## config.mk

```make
export PLATFORM = sky130hd
export DESIGN_NAME = exec_wb_stage
export DESIGN_NICKNAME = d
export VERILOG_FILES = /design/src/rtl/exec_pkg.sv /design/src/rtl/exec_wb_stage_alu.sv /design/src/rtl/exec_wb_stage.sv
export SDC_FILE = /design/constraint.sdc
export NUM_CORES = 1
export LEC_CHECK = 0
export BUFFER_PORTS_ARGS = -buffer_cell sky130_fd_sc_hd__buf_2
export CAP_MARGIN = 20
export CORE_MARGIN = 2
export CORE_UTILIZATION = 36
export CTS_CLUSTER_DIAMETER = 120
export DETAILED_ROUTE_END_ITERATION = 10
export SLEW_MARGIN = 20
export SYNTH_ARGS = -nofsm -noshare
export SYNTH_HDL_FRONTEND = slang
export SYNTH_SLANG_ARGS = --single-unit
```

## constraint.sdc

```tcl
create_clock -name clk -period 11.95 [get_ports clk]
set_input_delay 2.39 -clock clk [delete_from_list [all_inputs] [get_ports clk]]
set_output_delay 2.39 -clock clk [all_outputs]
set_load 0.02 [all_outputs]
```

## src/rtl/exec_pkg.sv

```systemverilog
// Shared definitions for the execute/write-back stage.
// Contents:
//   - opcode encodings OP_ADD .. OP_CMP (10..15 decode as NOP)
//   - bit positions of the {N, Z, C} flags
//   - FSM state type for the stage controller
package exec_pkg;

  localparam logic [3:0] OP_ADD = 4'd0;
  localparam logic [3:0] OP_SUB = 4'd1;
  localparam logic [3:0] OP_AND = 4'd2;
  localparam logic [3:0] OP_OR  = 4'd3;
  localparam logic [3:0] OP_XOR = 4'd4;
  localparam logic [3:0] OP_SHL = 4'd5;
  localparam logic [3:0] OP_SHR = 4'd6;
  localparam logic [3:0] OP_MOV = 4'd7;
  localparam logic [3:0] OP_MUL = 4'd8;
  localparam logic [3:0] OP_CMP = 4'd9;

  localparam int FLAG_C = 0;
  localparam int FLAG_Z = 1;
  localparam int FLAG_N = 2;

  typedef enum logic {
    ST_IDLE = 1'b0,
    ST_MUL  = 1'b1
  } state_t;

endpackage

```

## src/rtl/exec_wb_stage_alu.sv

```systemverilog
// Combinational ALU for every single-cycle opcode.
// Ports:
//   a, b    operands (already bypassed by the caller)
//   op      opcode
//   result  low WordSize bits of the operation
//   carry   carry / borrow / last bit shifted out, 0 for logic ops and MOV
// MUL and NOP opcodes produce zero here; the caller ignores them.
module alu_comb #(
  parameter int WordSize = 8
) (
  input  logic [WordSize-1:0] a,
  input  logic [WordSize-1:0] b,
  input  logic [3:0]          op,
  output logic [WordSize-1:0] result,
  output logic                carry
);
  import exec_pkg::*;

  logic [2:0] shamt;

  assign shamt = b[2:0];

  // Shifts are done one bit wider than the word so the bit that falls off
  // the end lands in carry; a shift of zero therefore leaves carry at 0.
  always_comb begin
    result = '0;
    carry  = 1'b0;
    case (op)
      OP_ADD: {carry, result} = {1'b0, a} + {1'b0, b};
      OP_SUB, OP_CMP: begin
        result = a - b;
        carry  = (a < b);
      end
      OP_AND: result = a & b;
      OP_OR:  result = a | b;
      OP_XOR: result = a ^ b;
      OP_SHL: {carry, result} = {1'b0, a} << shamt;
      OP_SHR: {result, carry} = {a, 1'b0} >> shamt;
      OP_MOV: result = b;
      default: begin
      end
    endcase
  end

endmodule

```

## src/rtl/exec_wb_stage.sv

```systemverilog
// Execute/write-back stage sitting directly upstream of the register file.
// Ports:
//   clk, rst                 clock, asynchronous active-high reset
//   in_valid/in_ready        instruction handshake
//   in_op, in_ra, in_rb,     decoded instruction fields
//   in_rw, in_imm, in_use_imm
//   ra, rb                   register-file read addresses (pass-through)
//   dataA, dataB             register-file asynchronous read data
//   rw, dataW, RegWr         register-file write port
//   flags                    {N, Z, C}
//   busy                     shift-add multiply in progress
module exec_wb_stage #(
  parameter int AddressSize = 3,
  parameter int WordSize    = 8
) (
  input  logic                   clk,
  input  logic                   rst,
  input  logic                   in_valid,
  output logic                   in_ready,
  input  logic [3:0]             in_op,
  input  logic [AddressSize-1:0] in_ra,
  input  logic [AddressSize-1:0] in_rb,
  input  logic [AddressSize-1:0] in_rw,
  input  logic [WordSize-1:0]    in_imm,
  input  logic                   in_use_imm,
  output logic [AddressSize-1:0] ra,
  output logic [AddressSize-1:0] rb,
  input  logic [WordSize-1:0]    dataA,
  input  logic [WordSize-1:0]    dataB,
  output logic [AddressSize-1:0] rw,
  output logic [WordSize-1:0]    dataW,
  output logic                   RegWr,
  output logic [2:0]             flags,
  output logic                   busy
);
  import exec_pkg::*;

  localparam int CountWidth = (WordSize > 1) ? $clog2(WordSize) : 1;
  localparam logic [CountWidth-1:0] LastCount = CountWidth'(WordSize - 1);

  state_t state, nextState;

  logic [CountWidth-1:0]   count;
  logic [2*WordSize-1:0]   mulAcc;
  logic [2*WordSize-1:0]   mulCand;
  logic [WordSize-1:0]     mulPlier;
  logic [AddressSize-1:0]  mulRw;
  logic [2*WordSize-1:0]   mulSum;
  logic [WordSize-1:0]     mulResult;
  logic                    mulCarry;

  logic                    wbValid;
  logic                    wbWrEn;
  logic [AddressSize-1:0]  wbRw;
  logic [WordSize-1:0]     wbData;
  logic [2:0]              flagsReg;

  logic                    wbPending;
  logic [WordSize-1:0]     opA;
  logic [WordSize-1:0]     opB;
  logic [WordSize-1:0]     aluResult;
  logic                    aluCarry;
  logic                    accept;
  logic                    isMul;
  logic                    isNop;
  logic                    isCmp;

  assign ra = in_ra;
  assign rb = in_rb;

  // The result sitting in the WB register is written to the register file
  // at the same edge this instruction is accepted, so the register file
  // still shows the old value; take the in-flight result instead.
  assign wbPending = wbValid && wbWrEn;
  assign opA = (wbPending && (wbRw == in_ra)) ? wbData : dataA;
  assign opB = in_use_imm ? in_imm :
               ((wbPending && (wbRw == in_rb)) ? wbData : dataB);

  alu_comb #(.WordSize(WordSize)) u_alu (
    .a      (opA),
    .b      (opB),
    .op     (in_op),
    .result (aluResult),
    .carry  (aluCarry)
  );

  assign accept = in_valid && in_ready;
  assign isMul  = (in_op == OP_MUL);
  assign isCmp  = (in_op == OP_CMP);
  assign isNop  = (in_op > OP_CMP);

  // One shift-add step: add the shifted multiplicand when the current
  // multiplier LSB is set. The final step's sum is the full product.
  assign mulSum    = mulAcc + (mulPlier[0] ? mulCand : '0);
  assign mulResult = mulSum[WordSize-1:0];
  assign mulCarry  = |mulSum[2*WordSize-1:WordSize];

  // State register.
  always_ff @(posedge clk or posedge rst) begin
    if (rst) begin
      state <= ST_IDLE;
    end else begin
      state <= nextState;
    end
  end

  // Next-state and handshake outputs. in_ready is held low during reset so
  // nothing upstream believes a transfer happened.
  always_comb begin
    nextState = state;
    in_ready  = 1'b0;
    busy      = 1'b0;
    case (state)
      ST_IDLE: begin
        in_ready = !rst;
        if (in_valid && !rst && isMul) begin
          nextState = ST_MUL;
        end
      end
      ST_MUL: begin
        busy = 1'b1;
        if (count == LastCount) begin
          nextState = ST_IDLE;
        end
      end
      default: nextState = ST_IDLE;
    endcase
  end

  // Multiply datapath, WB register and flags. The WB entry lives for exactly
  // one cycle unless a new result replaces it; NOPs leave everything alone.
  always_ff @(posedge clk or posedge rst) begin
    if (rst) begin
      count    <= '0;
      mulAcc   <= '0;
      mulCand  <= '0;
      mulPlier <= '0;
      mulRw    <= '0;
      wbValid  <= 1'b0;
      wbWrEn   <= 1'b0;
      wbRw     <= '0;
      wbData   <= '0;
      flagsReg <= 3'b000;
    end else begin
      wbValid <= 1'b0;
      if (state == ST_MUL) begin
        mulAcc   <= mulSum;
        mulCand  <= mulCand << 1;
        mulPlier <= mulPlier >> 1;
        count    <= count + 1'b1;
        if (count == LastCount) begin
          wbValid          <= 1'b1;
          wbWrEn           <= 1'b1;
          wbRw             <= mulRw;
          wbData           <= mulResult;
          flagsReg[FLAG_N] <= mulResult[WordSize-1];
          flagsReg[FLAG_Z] <= (mulResult == '0);
          flagsReg[FLAG_C] <= mulCarry;
        end
      end else if (accept) begin
        if (isMul) begin
          mulAcc   <= '0;
          mulCand  <= {{WordSize{1'b0}}, opA};
          mulPlier <= opB;
          mulRw    <= in_rw;
          count    <= '0;
        end else if (!isNop) begin
          wbValid          <= 1'b1;
          wbWrEn           <= !isCmp;
          wbRw             <= in_rw;
          wbData           <= aluResult;
          flagsReg[FLAG_N] <= aluResult[WordSize-1];
          flagsReg[FLAG_Z] <= (aluResult == '0);
          flagsReg[FLAG_C] <= aluCarry;
        end
      end
    end
  end

  assign RegWr = wbPending;
  assign rw    = wbRw;
  assign dataW = wbData;
  assign flags = flagsReg;

endmodule

```

==> results.tsv, run 1 <==
stage	metric	value	unit
pwr	combinational share of power	0.413	
layout	post-layout util	0.411	
critical_path	startpoint types	input port	
synth	Yosys reg bits	62	
grt	largest net degree at the start of global routing	65	
synth	syn_area_per_cell	7.95	um^2
pwr	Leak	3.02	nW
critical_path	WP data arrival	7.01	ns
detailed_routing	Via density	5.56	
critical_path	CP max FO	20	
cts	Clock Sinks	62	
placed_design	routability congestion estimate	0.989	
synth	synthesized area	5810	um^2
floorplanning	Initial Util	0.367	
detailed_routing	# DRC	0	
sta	setup ws final	5.20	ns
pwr	Pint	0.629	mW
synth	FFs w/ async S/R, synth	1.00	
critical_path	critical path capture point type	flop	
floorplanning	core area	15800	um^2
floorplanning	site row count	46	
placed_design	Buffers on Ports	63	
layout	layout cell share with drive strength beyond 1	0.139	
pwr	switching part of the total	0.428	
placed_design	DP Wirelength	12800	um
sta	final hold vios	0	
detailed_routing	WL final	17300	um
synth	share of the synthesized area in the top cell type	0.267	
critical_path	CP Class	input port to flop	
placed_design	pre-CTS WS	4.97	ns
cts	CTS root buffer	clkbuf_16	
critical_path	critical path's largest stage delay	0.76	ns
layout	final instance area	6500	um^2
synth	Ys Warns	0	
detailed_routing	vias after detailed routing	5478	
grt	gr ovfl total	0	
critical_path	worst reg-to-reg path cell count	14	
critical_path	reg2reg start	wbWrEn	
synth	most frequent cell after synthesis	nand2_1	
synth	cell taking the most area after synthesis	dfrtp_1	
layout	register area	1550	um^2
synth	synthesized net count	818	
detailed_routing	Iteration-0 DRC Markers	462	
sta	setup TNS	0	ns
pwr	P_sw	0.470	mW
synth	Synth area leaders	dfrtp_1 (27%), ha_1 (9.3%), nand2_1 (7.2%)	
pwr	Seq pwr share	0.354	
cts	htree depth	3	
sta	Final Setup Violations	0	
floorplanning	Die W	131	um
synth	sequential share of the synthesized area	0.267	
layout	# diodes	0	
sta	Final min period	6.75	ns
pwr	Power, Total	1.10	mW
grt	vias in the first global route	5131	
synth	EDFF count, synth	0	
layout	non-filler cells in the finished layout	986	
hold_path	WHS Path Cells	2	
grt	first-pass GRT wire length	27700	um
placed_design	Inst Count DP	970	
floorplanning	io pins	64	
floorplanning	Die Y	131	um
critical_path	Worst Path Required	12.21	ns
critical_path	CP max stage cell	o211ai_2	
synth	synth cell count leaders	nand2_1 (111), o21ai_0 (68), dfrtp_1 (62), nor2_1 (61), a21oi_1 (44)	
detailed_routing	1st-pass router iterations	6	
synth	Distinct cells, synth	74	
outcome	status	finished, final reports clean	
sta	Layout Skew	0.0106	ns
sta	Worst slew margin	0.203	
grt	initial antenna violation count	0	
cts	Hold-fix buffers, CTS	0	
layout	Nets	852	
cts	CTS Buf Count	9	
critical_path	CP top delay family	compound AO/OA/AOI/OAI gates	
hold_path	critical hold path startpoint	mulPlier[4]	
layout	multi-input logic area	3900	um^2
hold_path	hold worst-path end	mulPlier[3]	
synth	Syn Inst Count	731	
grt	GRT Overall Usage	0.205	
critical_path	most frequent CP cell	o21bai_1	
critical_path	r2r endpoint	flags[1]	
sta	Worst-Margin Slew	1.19	ns
sta	fin crit share	0.565	
sta	RSZ-0062 raised after global routing	false	
placed_design	area post-placement	6210	um^2
detailed_routing	Routed wire per std cell	17.5	um
run	Max Cap Viol	0	
layout	Filler cells	1630	
cts	Reg clk slew, reported paths	0.06	ns
pwr	clock power share	0.233	
critical_path	critical path cell sequence	buf_2 > xor2_1 > or4_4 > o211ai_2 > inv_2 > ha_1 > o21bai_1 > a21oi_1 > o21bai_1 > a2111oi_0 > nor4_1 > and3b_1 > nand4_1 > or4_1 > o21ai_1	
critical_path	CP Buf/Inv Count	2	
pwr	pwr dens	169	nW/um^2
cts	TritonCTS clock tree	done	
pwr	VDD IR max	0.113	mV
synth	Most used DFF post-synth	dfrtp_1	
sta	final slew viol count	0	
cts	Clock Path Buffers	2	
cts	setup bufs post-CTS	0	
sta	WHS	0.477	ns
critical_path	flop-to-flop setup slack	6.91	ns
sta	fmax	148	MHz
cts	# resized after CTS	0	
hold_path	hold crit path type	flop to flop	
detailed_routing	Final ANT Viol Nets	0	
cts	clock insertion delay at the later pin of the skew report	0.33	ns
floorplanning	die area	17200	um^2
layout	Area growth syn-to-layout	11.8	%
## worst reg2reg max path, stage by stage (launching register included)
cell and delay, ns:
dfrtp_1 0.44, nand2_1 0.16, or4_4 0.66, o211ai_2 0.76, inv_2 0.36, ha_1 0.30
o21bai_1 0.15, a21oi_1 0.26, o21bai_1 0.14, a2111oi_0 0.63, nor4_1 0.11, and3b_1 0.23
nand4_1 0.12, or4_1 0.49, o21ai_1 0.13
## power groups by stage
stage	Clock, mW	Sequential (mW)	Combinational [mW]
6_report	0.256	0.389	0.453
5_1_grt	0.268	0.403	0.512
4_1_cts	0.261	0.389	0.452
3_5_place_dp	0	0.391	0.449
3_3_place_gp	0	0.391	0.446
2_1_floorplan	0	0.373	0.332
## routing by layer
layer | track usage | part of all wire | up-vias
li1 | - | - | 2694
met1 | 0.299 | 0.48 | 2551
met2 | 0.320 | 0.44 | 203
met3 | 0.0296 | 0.063 | 30
met4 | 0.0501 | 0.018 | 0
met5 | 0 | 0 | -
## cells in the final DEF (no fill, tap or decap), types with 4 or more instances in the layout
cell type / count
nand2_1: 111
o21ai_0: 68
buf_2: 63
nor2_1: 61
dfrtp_1: 61
a21oi_1: 44
ha_1: 43
mux2i_1: 39
inv_1: 25
and2_1: 18
xnor2_1: 14
a21o_1: 13
nor3_1: 12
nand3_1: 11
o21bai_1: 11
nand2b_1: 9
o22ai_1: 9
clkbuf_16: 9
xor2_1: 8
a31oi_1: 7
mux2_2: 7
buf_4: 7
a22o_1: 6
a211oi_1: 6
o211ai_1: 6
a22oi_1: 6
o2111ai_1: 5
a221oi_1: 5
or4_1: 4
o31ai_1: 4
nor2b_1: 4
o41ai_1: 4
o221ai_1: 4
## registers in the layout (all words and copies together) (netlist names)
signal and count:
count 3, dataW 8, flags 2, mulAcc 16
mulCand 16, mulPlier 8, mulRw 3, rw 3
state 1, wbValid 1, wbWrEn 1
## area by class of cell
cell class	count	share of cell area
flip-flops and latches	62	0.239
inverters	30	0.0181
repair buffers	70	0.0566
well taps	216	0.0416
clock buffers	11	0.0358
multi-input cells	592	0.600
clock inverters	5	0.00924
## worst max path at each step
| stage | start | end | slack [ns] | depth (start not counted) |
|---|---|---|---|---|
| finish | in_rb[2] | flags[1] | 5.20 | 15 |
| global route | in_rb[2] | flags[1] | 4.86 | 15 |
| CTS | in_rb[2] | flags[1] | 5.31 | 15 |
| detailed placement | in_rb[2] | flags[1] | 4.97 | 15 |
| global placement | in_rb[2] | flags[1] | 5.11 | 15 |
| floorplan | in_rb[2] | flags[1] | 5.57 | 16 |
## cells by family (layout without fill, tap and decap cells)
logic type	count (synthesis)	in the layout	synth area share
simple gates	249	249	0.193
compound gates	229	229	0.260
buf+inv	77	116	0.0626
flops	62	62	0.267
fa+ha+maj	46	46	0.103
mux	46	46	0.0807
xor+xnor	22	22	0.0331
Note: power is estimated with default switching activity, not from simulation.
==> run 2, diff against run 1 <==
- clock period: 11.95 -> 5.4 ns (I/O delays scaled with it)
==> run 2 against run 1 <==
Register-to-register slack got worse by 6.1 ns. Via count rose by 1.3%. Non-clock buffer count increased by 11. Core utilization rose by 0.50 points. Critical path type unchanged. Sequential cell count is the same. Sequential share of layout area is 0.29 points lower. Largest power group unchanged. Cell count is 1.1% higher. Power is 120% higher. Hold slack improved by 0.0062 ns. Clock power is 110% higher.
==> results.tsv, run 2 (same netlist as run 1, synthesis figures left out) <==
stage	metric	value	unit
outcome	status	finished, final reports clean	
cts	Clock Sinks	62	
sta	RSZ-0062 raised after global routing	false	
layout	Area growth syn-to-layout	13.1	%
grt	GRT Overall Usage	0.208	
grt	initial antenna violation count	0	
layout	non-filler cells in the finished layout	997	
floorplanning	Die Y	131	um
placed_design	DP Wirelength	13200	um
layout	# diodes	0	
critical_path	worst reg-to-reg path cell count	13	
pwr	switching part of the total	0.434	
pwr	Power, Total	2.42	mW
hold_path	critical hold path startpoint	mulPlier[3]	
critical_path	r2r endpoint	flags[1]	
hold_path	WHS Path Cells	2	
pwr	VDD IR max	0.190	mV
cts	CTS root buffer	clkbuf_16	
cts	TritonCTS clock tree	done	
sta	Final min period	4.94	ns
cts	Clock Path Buffers	2	
cts	CTS Buf Count	9	
sta	Worst slew margin	0.303	
detailed_routing	Via density	5.57	
placed_design	Inst Count DP	981	
placed_design	Buffers on Ports	63	
cts	Reg clk slew, reported paths	0.06	ns
detailed_routing	Iteration-0 DRC Markers	435	
layout	post-layout util	0.416	
detailed_routing	# DRC	0	
hold_path	hold worst-path end	mulPlier[2]	
grt	largest net degree at the start of global routing	58	
detailed_routing	vias after detailed routing	5551	
placed_design	routability congestion estimate	0.953	
cts	setup bufs post-CTS	0	
layout	commonest non-fill, non-tap cell in the layout	nand2_1	
grt	vias in the first global route	5208	
cts	Hold-fix buffers, CTS	0	
grt	gr ovfl total	0	
sta	final hold vios	0	
floorplanning	die area	17200	um^2
layout	most frequent cells in the layout	nand2_1 (111), o21ai_0 (68), buf_2 (63)	
pwr	pwr dens	368	nW/um^2
sta	Worst-Margin Slew	1.04	ns
floorplanning	site row count	46	
detailed_routing	1st-pass router iterations	5	
pwr	P_sw	1.05	mW
layout	layout cell share with drive strength beyond 1	0.155	
detailed_routing	Routed wire per std cell	17.5	um
sta	Final Setup Violations	0	
layout	Nets	863	
sta	fin crit share	0.915	
floorplanning	Die W	131	um
critical_path	startpoint types	input port	
layout	Largest regs	mulAcc: 16 flops, mulCand: 16 flops	
pwr	Pint	1.37	mW
cts	# resized after CTS	0	
cts	clock insertion delay at the later pin of the skew report	0.33	ns
critical_path	Worst Path Required	5.65	ns
sta	Layout Skew	0.00752	ns
cts	htree depth	3	
critical_path	critical path capture point type	flop	
sta	setup TNS	0	ns
detailed_routing	Final ANT Viol Nets	0	
pwr	clock power share	0.223	
detailed_routing	WL final	17400	um
sta	final slew viol count	0	
pwr	Leak	3.08	nW
floorplanning	core area	15800	um^2
pwr	Seq pwr share	0.348	
run	Max Cap Viol	0	
critical_path	CP Class	input port to flop	
critical_path	WP data arrival	5.19	ns
floorplanning	io pins	64	
sta	fmax	202	MHz
hold_path	hold crit path type	flop to flop	
critical_path	reg2reg start	rw[2]	
critical_path	CP max FO	9	
floorplanning	Initial Util	0.367	
critical_path	flop-to-flop setup slack	0.84	ns
pwr	combinational share of power	0.429	
grt	first-pass GRT wire length	27800	um
## run 2: cell count changes in the layout (fill, tap and decap cells not counted), sizes merged
cell,previous run,this run
clkbuf,11,10
clkinvlp,1,0
inv,28,30
buf,70,81
clkinv,5,6
bufinv,1,0
## run 2: worst max path at each step
stage	from	to	depth (start not counted)	slack, ns
after floorplan	in_rb[2]	flags[1]	16	0.33
after CTS	in_rb[2]	flags[1]	14	0.56
after global placement	in_rb[2]	flags[1]	14	0.26
after detailed placement	in_rb[2]	flags[1]	14	0.22
after global routing	in_rb[2]	flags[1]	13	0.34
final	in_rb[2]	flags[1]	14	0.46
## run 2: critical path: stages
cell	delay (ns)
buf_2	0.11
xor2_1	0.18
or4_4	0.63
mux2i_1	0.15
o21ai_0	0.67
inv_1	0.15
ha_1	0.24
o21bai_1	0.19
a2111oi_0	0.68
nor4_1	0.12
and3b_1	0.25
nand4_1	0.12
or4_1	0.48
o21ai_1	0.14
## run 2: layout make-up
class                      instances  area [um^2]
inverter                          30          118
timing repair buffer              81          450
multi-input combinational        592         3900
fill                            1616         9250
clock buffer                      10          239
sequential                        62         1550
clock inverter                     6         45.0
tap                              216          270
## run 2: routing by layer
layer  vias up  part of all wire  global-route usage
met4         0             0.034              0.0826
met3        45             0.065              0.0300
met5         -                 0                   0
li1       2720                 -                   -
met1      2569              0.48               0.298
met2       217              0.42               0.314
## run 2: through the flow
stage | worst slack (ns) | instance area [um^2] | hold slack (ns)
after floorplan | 0.328 | 5810 | 0.452
after global placement | 0.258 | 6290 | 0.463
after detailed placement | 0.223 | 6290 | 0.470
after CTS | 0.564 | 6570 | 0.486
after global routing | 0.343 | 6580 | 0.524
final | 0.457 | 6580 | 0.483
## run 2: power groups by stage
stage	Combinational, mW	Clock, mW	Sequential [mW]
global placement	1.02	0	0.848
finish	1.04	0.540	0.844
CTS	1.03	0.551	0.845
floorplan	0.735	0	0.826
global route	1.16	0.580	0.875
detailed placement	1.02	0	0.852
==> run 3, diff against run 2 <==
- BUFFER_PORTS_ARGS: -buffer_cell sky130_fd_sc_hd__buf_2 -> -buffer_cell sky130_fd_sc_hd__buf_4
- HOLD_SLACK_MARGIN: not set -> 0.05
==> run 3 against run 2 <==
Cell area rose by 3.0%. Clock skew barely moved. Clock power rose by 14%. Die area stayed put. Sequential cell count is the same. Non-clock buffer count grew 2. Critical path depth shrank 1. Maximum frequency decreased by 1.4%. Largest cell class unchanged.
==> results.tsv, run 3 (same netlist as run 1, synthesis figures left out) <==
stage	metric	value	unit
outcome	status	finished, final reports clean	
floorplanning	site row count	46	
run	Max Cap Viol	0	
floorplanning	io pins	64	
floorplanning	Initial Util	0.367	
grt	first-pass GRT wire length	27900	um
detailed_routing	# DRC	0	
sta	setup TNS	0	ns
detailed_routing	Final ANT Viol Nets	0	
grt	largest net degree at the start of global routing	62	
pwr	Pint	1.49	mW
detailed_routing	WL final	17700	um
sta	fmax	199	MHz
grt	gr ovfl total	0	
layout	# diodes	0	
pwr	combinational share of power	0.411	
cts	htree depth	3	
floorplanning	die area	17200	um^2
sta	Final Setup Violations	0	
cts	TritonCTS clock tree	done	
detailed_routing	Routed wire per std cell	17.7	um
layout	Nets	865	
sta	fin crit share	0.928	
grt	vias in the first global route	5127	
sta	final slew viol count	0	
detailed_routing	1st-pass router iterations	5	
critical_path	startpoint types	input port	
sta	final hold vios	0	
pwr	clock power share	0.243	
sta	setup ws final	0.387	ns
cts	CTS root buffer	clkbuf_16	
critical_path	critical path capture point type	flop	
layout	most frequent cells in the layout	nand2_1 (111), buf_4 (83), o21ai_0 (68)	
cts	Reg clk slew, reported paths	0.06	ns
sta	Worst-Margin Slew	1.08	ns
placed_design	Buffers on Ports	63	
hold_path	hold crit path type	flop to flop	
detailed_routing	vias after detailed routing	5511	
floorplanning	Die Y	131	um
critical_path	Worst Path Required	5.66	ns
sta	Final min period	5.01	ns
cts	Clock Path Buffers	2	
floorplanning	core area	15800	um^2
cts	CTS Buf Count	9	
detailed_routing	Via density	5.52	
layout	Largest regs	mulAcc: 16 flops, mulCand: 16 flops	
placed_design	routability congestion estimate	0.934	
pwr	Leak	3.15	nW
sta	Worst slew margin	0.273	
pwr	VDD IR max	0.205	mV
cts	Hold-fix buffers, CTS	0	
pwr	pwr dens	373	nW/um^2
layout	layout cell share with drive strength beyond 1	0.153	
cts	clock insertion delay at the later pin of the skew report	0.33	ns
pwr	Seq pwr share	0.346	
sta	Layout Skew	0.00776	ns
floorplanning	Die W	131	um
layout	Area growth syn-to-layout	16.6	%
layout	commonest non-fill, non-tap cell in the layout	nand2_1	
pwr	switching part of the total	0.409	
critical_path	WP data arrival	5.27	ns
critical_path	CP max FO	9	
grt	initial antenna violation count	0	
pwr	P_sw	1.04	mW
critical_path	CP Class	input port to flop	
detailed_routing	Iteration-0 DRC Markers	447	
sta	RSZ-0062 raised after global routing	false	
cts	# resized after CTS	0	
grt	GRT Overall Usage	0.211	
placed_design	pre-CTS WS	0.134	ns
cts	setup bufs post-CTS	0	
cts	Clock Sinks	62	
placed_design	DP Wirelength	13600	um
-- run 3: area by class of cell --
type,instances,area [um^2]
tap,216,270
inverter,30,118
timing repair buffer,83,623
clock inverter,4,70.1
sequential,62,1550
fill,1585,9050
multi-input combinational,592,3900
clock buffer,12,246
-- run 3: stage by stage --
step,hold slack (ns),total power [mW],cell area [um^2],instances,util
after floorplan,0.452,1.56,5810,731,-
after global placement,0.463,1.91,6450,982,0.408
after detailed placement,0.468,1.92,6460,983,0.408
after CTS,0.481,2.54,6780,999,0.428
after global routing,0.519,2.73,6780,999,0.428
final,0.475,2.53,6780,999,0.428
-- run 3: power by group through the flow --
stage | registers [mW] | clock network (mW) | logic (mW)
floorplan | 0.826 | 0 | 0.735
global placement | 0.882 | 0 | 1.03
detailed placement | 0.883 | 0 | 1.03
CTS | 0.876 | 0.626 | 1.04
global route | 0.910 | 0.649 | 1.17
finish | 0.874 | 0.616 | 1.04
-- run 3: path summary, 6_finish.rpt --
path | startpoint | endpoint | slack [ns] | cells past startpoint
max | in_rb[2] | flags[1] | 0.39 | 13
min | mulPlier[1] | mulPlier[0] | 0.47 | 2
max reg2reg | rw[2] | flags[1] | 0.79 | 12
min reg2reg | mulPlier[1] | mulPlier[0] | 0.47 | 2
max in group asynchronous | rst | state | 3.79 | 3
min in group asynchronous | rst | mulPlier[3] | 0.62 | 2
-- run 3: worst max-delay path, cell delays in order --
cell and delay [ns]:
buf_4 0.11, xor2_1 0.17, or4_4 0.63, mux2i_1 0.15
o21ai_0 0.76, ha_1 0.45, a21o_1 0.22, a221o_1 0.35
o31a_1 0.13, a2111oi_4 0.37, o2111ai_1 0.16, or4_1 0.53
o21ai_1 0.15
-- run 3: per-layer routing --
layer  up-vias  wire length (um)  global-route usage
met5         -                 0                   0
met2       185              7700               0.319
met1      2578              8480               0.299
li1       2719                 -                   -
met3        29              1110              0.0394
met4         0               439              0.0776
